--- src/rtl/converter_bits_recv.sv ---
// converter_bits_recv
//   Serial-to-parallel receive stage. It takes the MSB-first bit stream from the
//   transmit serializer and hunts for COM_SYMBOL to find byte alignment. After
//   COM_COUNT consecutive aligned COMs it declares the lane active. From then on
//   it presents each recovered byte, with a one-cycle valid pulse for non-COM bytes.
// Ports
//   dclk            in   1  bit clock, one serial bit per rising edge
//   default_values  in   1  synchronous active-high reset
//   data_in         in   1  serial data bit, MSB first
//   data_out        out  8  last recovered byte (registered)
//   valid_out       out  1  pulse: data_out holds a new non-COM byte
//   active          out  1  lane aligned and locked (level, sticky until reset)
module converter_bits_recv #(
  parameter logic [7:0]  COM_SYMBOL = 8'hBC,
  parameter int unsigned COM_COUNT  = 4
) (
  input  logic       dclk,
  input  logic       default_values,
  input  logic       data_in,
  output logic [7:0] data_out,
  output logic       valid_out,
  output logic       active
);

  localparam int unsigned BYTE_W = 8;
  localparam int unsigned BIT_W  = 3;
  localparam int unsigned CNT_W  = 4;

  typedef enum logic [1:0] {
    ST_SEARCH  = 2'd0,
    ST_LOCKING = 2'd1,
    ST_ALIGNED = 2'd2
  } state_t;

  state_t              r_state;
  state_t              w_state_nxt;
  // Only the seven most recent bits are kept; the eighth bit of a window is data_in itself.
  logic [BYTE_W-2:0]   r_sr;
  logic [BIT_W-1:0]    r_bit_cnt;
  logic [CNT_W-1:0]    r_com_cnt;
  logic [CNT_W-1:0]    r_fill_cnt;
  logic [BYTE_W-1:0]   r_data_out;
  logic                r_valid;
  logic                r_active;

  logic [BYTE_W-1:0]   w_nxt;
  logic                w_filled;
  logic                w_boundary;
  logic                w_is_com;
  logic                w_lock_done;
  logic [BIT_W-1:0]    w_bit_cnt_nxt;
  logic [CNT_W-1:0]    w_com_cnt_nxt;
  logic [CNT_W-1:0]    w_fill_cnt_nxt;
  logic [BYTE_W-1:0]   w_data_nxt;
  logic                w_valid_nxt;
  logic                w_active_nxt;

  // The window is checked only once it holds 8 real bits, so reset-zero contents never match.
  assign w_nxt       = {r_sr, data_in};
  assign w_filled    = (r_fill_cnt >= CNT_W'(7));
  assign w_boundary  = (r_bit_cnt == BIT_W'(7));
  assign w_is_com    = (w_nxt == COM_SYMBOL);
  assign w_lock_done = ((r_com_cnt + CNT_W'(1)) == CNT_W'(COM_COUNT));

  // State register
  always_ff @(posedge dclk) begin
    if (default_values) r_state <= ST_SEARCH;
    else                r_state <= w_state_nxt;
  end

  // Next-state logic
  always_comb begin
    w_state_nxt = r_state;
    case (r_state)
      ST_SEARCH: begin
        if (w_filled && w_is_com)
          w_state_nxt = (COM_COUNT == 1) ? ST_ALIGNED : ST_LOCKING;
      end
      ST_LOCKING: begin
        if (w_boundary) begin
          if (!w_is_com)        w_state_nxt = ST_SEARCH;
          else if (w_lock_done) w_state_nxt = ST_ALIGNED;
        end
      end
      ST_ALIGNED: w_state_nxt = ST_ALIGNED;
      default:    w_state_nxt = ST_SEARCH;
    endcase
  end

  // Output/datapath next values
  always_comb begin
    w_bit_cnt_nxt  = r_bit_cnt + BIT_W'(1);
    w_com_cnt_nxt  = r_com_cnt;
    w_fill_cnt_nxt = (r_fill_cnt == CNT_W'(8)) ? r_fill_cnt : r_fill_cnt + CNT_W'(1);
    w_data_nxt     = r_data_out;
    w_valid_nxt    = 1'b0;
    w_active_nxt   = r_active;
    case (r_state)
      ST_SEARCH: begin
        w_bit_cnt_nxt = BIT_W'(0);
        if (w_filled && w_is_com) begin
          w_com_cnt_nxt = CNT_W'(1);
          if (COM_COUNT == 1) w_active_nxt = 1'b1;
        end
      end
      ST_LOCKING: begin
        if (w_boundary) begin
          if (w_is_com) begin
            w_com_cnt_nxt = r_com_cnt + CNT_W'(1);
            if (w_lock_done) w_active_nxt = 1'b1;
          end else begin
            w_com_cnt_nxt = CNT_W'(0);
          end
        end
      end
      ST_ALIGNED: begin
        // COM bytes still refresh data_out but never pulse valid
        if (w_boundary) begin
          w_data_nxt  = w_nxt;
          w_valid_nxt = !w_is_com;
        end
      end
      default: begin
        w_bit_cnt_nxt = BIT_W'(0);
      end
    endcase
  end

  // Datapath and output registers
  always_ff @(posedge dclk) begin
    if (default_values) begin
      r_sr       <= '0;
      r_bit_cnt  <= '0;
      r_com_cnt  <= '0;
      r_fill_cnt <= '0;
      r_data_out <= '0;
      r_valid    <= 1'b0;
      r_active   <= 1'b0;
    end else begin
      r_sr       <= w_nxt[BYTE_W-2:0];
      r_bit_cnt  <= w_bit_cnt_nxt;
      r_com_cnt  <= w_com_cnt_nxt;
      r_fill_cnt <= w_fill_cnt_nxt;
      r_data_out <= w_data_nxt;
      r_valid    <= w_valid_nxt;
      r_active   <= w_active_nxt;
    end
  end

  assign data_out  = r_data_out;
  assign valid_out = r_valid;
  assign active    = r_active;

endmodule
--- config.mk ---
export PLATFORM = sky130hd
export DESIGN_NAME = converter_bits_recv
export DESIGN_NICKNAME = d
export VERILOG_FILES = /design/src/rtl/converter_bits_recv.sv
export SDC_FILE = /design/constraint.sdc
export NUM_CORES = 1
export LEC_CHECK = 0
export CORE_ASPECT_RATIO = 0.8
export CORE_UTILIZATION = 55
export DETAILED_ROUTE_END_ITERATION = 10
export PLACE_DENSITY = 0.77
export SLEW_MARGIN = 20
export SYNTH_ARGS = -nofsm -noshare
export SYNTH_HDL_FRONTEND = slang
export SYNTH_SLANG_ARGS = --single-unit
--- constraint.sdc ---
create_clock -name dclk -period 1.9 [get_ports dclk]
set_input_delay 0.38 -clock dclk [delete_from_list [all_inputs] [get_ports dclk]]
set_output_delay 0.38 -clock dclk [all_outputs]
set_load 0.05 [all_outputs]
==> results.md <==
- Top post-synthesis cells by area: dfxtp_1 (45%), ha_1 (9.3%), nand3_1 (5.2%)
- Met1 usage: roughly 30%
- Post-DRT Antenna Nets: 0
- Failing checks: DRC
- Synthesized area: between 0.001 and 0.0015 mm²
- GRT busiest layer: met2
- Crit-path slowest cell: clkdlybuf4s50_1
- Post-DP HPWL: 2090 µm
- Met2 usage: 39.1%
- Syn nets: 159
- Share of Yosys cell area claimed by the top area cell type: between 40% and 50%
- Antenna diodes: 0
- I/O Buffers: 12
- Cell Pwr Density: 710 mW/mm²
- CTS H-Tree Depth: 2
- WS Path Type: flop to output port
- Core Rows: 15
- Core Area: around 0.0022 mm²
- CP Cell Sequence: clkdlybuf4s50_1
- EDFF count, synth: 0
- Synth Area per Inst: 9.20 µm²
- Synth warn: 0
- Post-synth top cells: dfxtp_1 (30), nand2_1 (16), nand3_1 (14)
- Initial drt markers: 84
- Chip Height: 46.2 µm
- Relative slew margins: between 60 and 70%
- Seq/Total Area, Yosys: 44.7%
- CTS root buffer: clkbuf_4
- Clock-pin slew on the worst setup and hold paths: 0.09 ns
- Count of cell types in the netlist: 39
- CTS tree: yes
- TritonRoute pass-1 iters: 7
- Initial Utilization: 60.1%
- Total GRT Usage: 24.4%
- First-pass GRT wire length: 4570 µm
- Critical path arrival: approximately 1.5 ns
- Worst r2r src: r_sr[5]$_SDFF_PP0_
- Seq cells post-synth: 30
- CP endpoint kind: output port
- Vias: between 1000 and 1500
- Layout cells sized above 1: 15.0%
- Crit path depth: 1
- Min Tclk post-route: 1.87 ns
- Worst skew pair latency: 0.34 ns
- Top-count cell post-synth: dfxtp_1
- CP required: 1.52 ns
- Nets: 185
- Unrepaired setup endpoints after global routing: false
- Mapped Cells: 146
- Area growth, synth to finish: 22.7%
- Clk sink count: 30
- Final-report hold violation count: 0
- Global route overflow: 0
- Antenna violations before repair: 0
- DR WL/cell: 14.1 µm
- Vias in the first global route: 1038
- Buf/Inv on CP: 1
- Worst slew pin tran: just over 0.5 ns
- Max VDD drop: 0.472 mV
- Grt met3 use: 6.74%
- FF-to-FF path depth: 5
- Hold path depth: 3
- Startpoint Class: flop
- Max-Cap Viols: 0
- Worst min-delay path startpoint: data_in
- Share of flip-flops with an asynchronous set or reset: 0%
- Die width: 57.2 µm
- Num ports: 13
- Vias/cell: 5.75
- Type of the most critical hold path: primary input to flop
- Leak: between 0.7 and 0.8 nW
- Critical path startpoint: data_out[7]$_SDFFE_PP0P_
- Top FF cell, synth: dfxtp_1
- Clock Tree Buf Depth: 2
- Number of remaining DRC errors: 2
- Max Fclk: around 0.54 GHz
- Skew final: 0.00626 ns
- CP max stage delay: between 0.8 and 0.9 ns
- Setup violations, final: 0
- Die ar.: 0.00264 mm²
- CTS buffer count: 5
- Max-slew violations: 0
- Area leader, netlist: dfxtp_1
- Critical path's top delay family: buffers and inverters
- Post-detailed-routing wire length: about 2800 µm
- Total chip power: 1.17 mW
- RePlAce Congestion: 0.803
- Hold Slack: approximately 0.42 ns
- Largest net degree at the start of global routing: 17
- Outcome: complete, but fails checks
- Period utilisation layout: 98.2%
- Hold buffer count at cts: 0
- Worst Path Max Fanout: 2
==> per-stage QoR <==
stage,TNS (ns),area [µm²],setup slack (ns),util (%),std cells
2_1_floorplan,0,1340,0.181,-,146
3_3_place_gp,-1.77,1560,-0.310,69.7,189
3_5_place_dp,-1.96,1560,-0.347,69.7,189
4_1_cts,0,1620,0.00186,72.4,197
5_1_grt,0,1650,0.00501,73.8,198
6_report,0,1650,0.0349,73.8,198
==> cells by family after synthesis <==
group / after synthesis / synth area share, %
compound gates: 30 / 15.1
xor+xnor: 2 / 1.30
fa+ha+maj: 10 / 9.32
buf+inv: 11 / 3.07
flops: 30 / 44.7
mux: 1 / 0.839
simple gates: 62 / 25.6
==> sequential cells by signal, indices dropped and copies added, names as in the netlist <==
signal,count
data_out,8
r_sr,7
r_com_cnt,4
r_fill_cnt,4
r_bit_cnt,3
r_state,2
active,1
valid_out,1
==> report_power, final <==
group / switching (mW) / internal [mW] / leakage (nW)
clock: 0.218 / 0.179 / 0.0353
sequential: 0.0138 / 0.645 / 0.243
combinational: 0.0626 / 0.0518 / 0.496
total: 0.294 / 0.876 / 0.775
==> worst register-to-register path, stage by stage (launching register included) <==
cell and delay [ns]:
dfxtp_1 0.36, or4b_4 0.57, nor4b_4 0.35, a21o_2 0.21
nand2_1 0.06, a31o_1 0.21
==> per-layer routing <==
metal	vias up	share of wire, %
met4	0	1.8
met2	28	45
met3	6	4.7
li1	567	-
met1	538	48
met5	-	0
==> final cells by class <==
type                            instances  area [µm²]
Multi-Input combinational cell        105         708
Sequential cell                        30         601
Fill cell                             160         586
Timing Repair Buffer                   24         225
Clock buffer                            7        55.1
Tap cell                               25        31.3
Inverter                                6        22.5
Clock inverter                          1        5.00
==> cell usage in the layout, fill, tap and decap left out, types with 2 or more instances in the layout <==
cell,netlist,layout
dfxtp_1,30,30
a21oi_1,12,12
nand2b_1,2,2
clkbuf_4,0,5
o21ai_0,3,3
nand2_1,16,16
ha_1,10,10
nor3_1,3,3
nor2b_1,8,8
a31o_1,2,2
nor2_1,6,6
clkdlybuf4s50_1,0,6
nand3_1,14,14
dlymetal6s2s_1,0,6
inv_1,6,6
and3_1,4,4
o2111ai_1,2,2
buf_4,0,12
==> final timing paths <==
| path | to | slack, ns |
|---|---|---|
| max | data_out[7] | 0.03 |
| min | r_sr[0]$_SDFF_PP0_ | 0.42 |
| max reg2reg | r_com_cnt[3]$_SDFFE_PP0P_ | 0.05 |
| min reg2reg | r_bit_cnt[0]$_SDFF_PP0_ | 0.43 |
==> repair_timing <==
action / 4_1_cts / 5_1_grt
gates resized for setup: 0 / 7
setup buffers: 0 / 1
endpoints found under the setup margin: 0 / 11
Note: power is estimated with default switching activity, not from simulation.
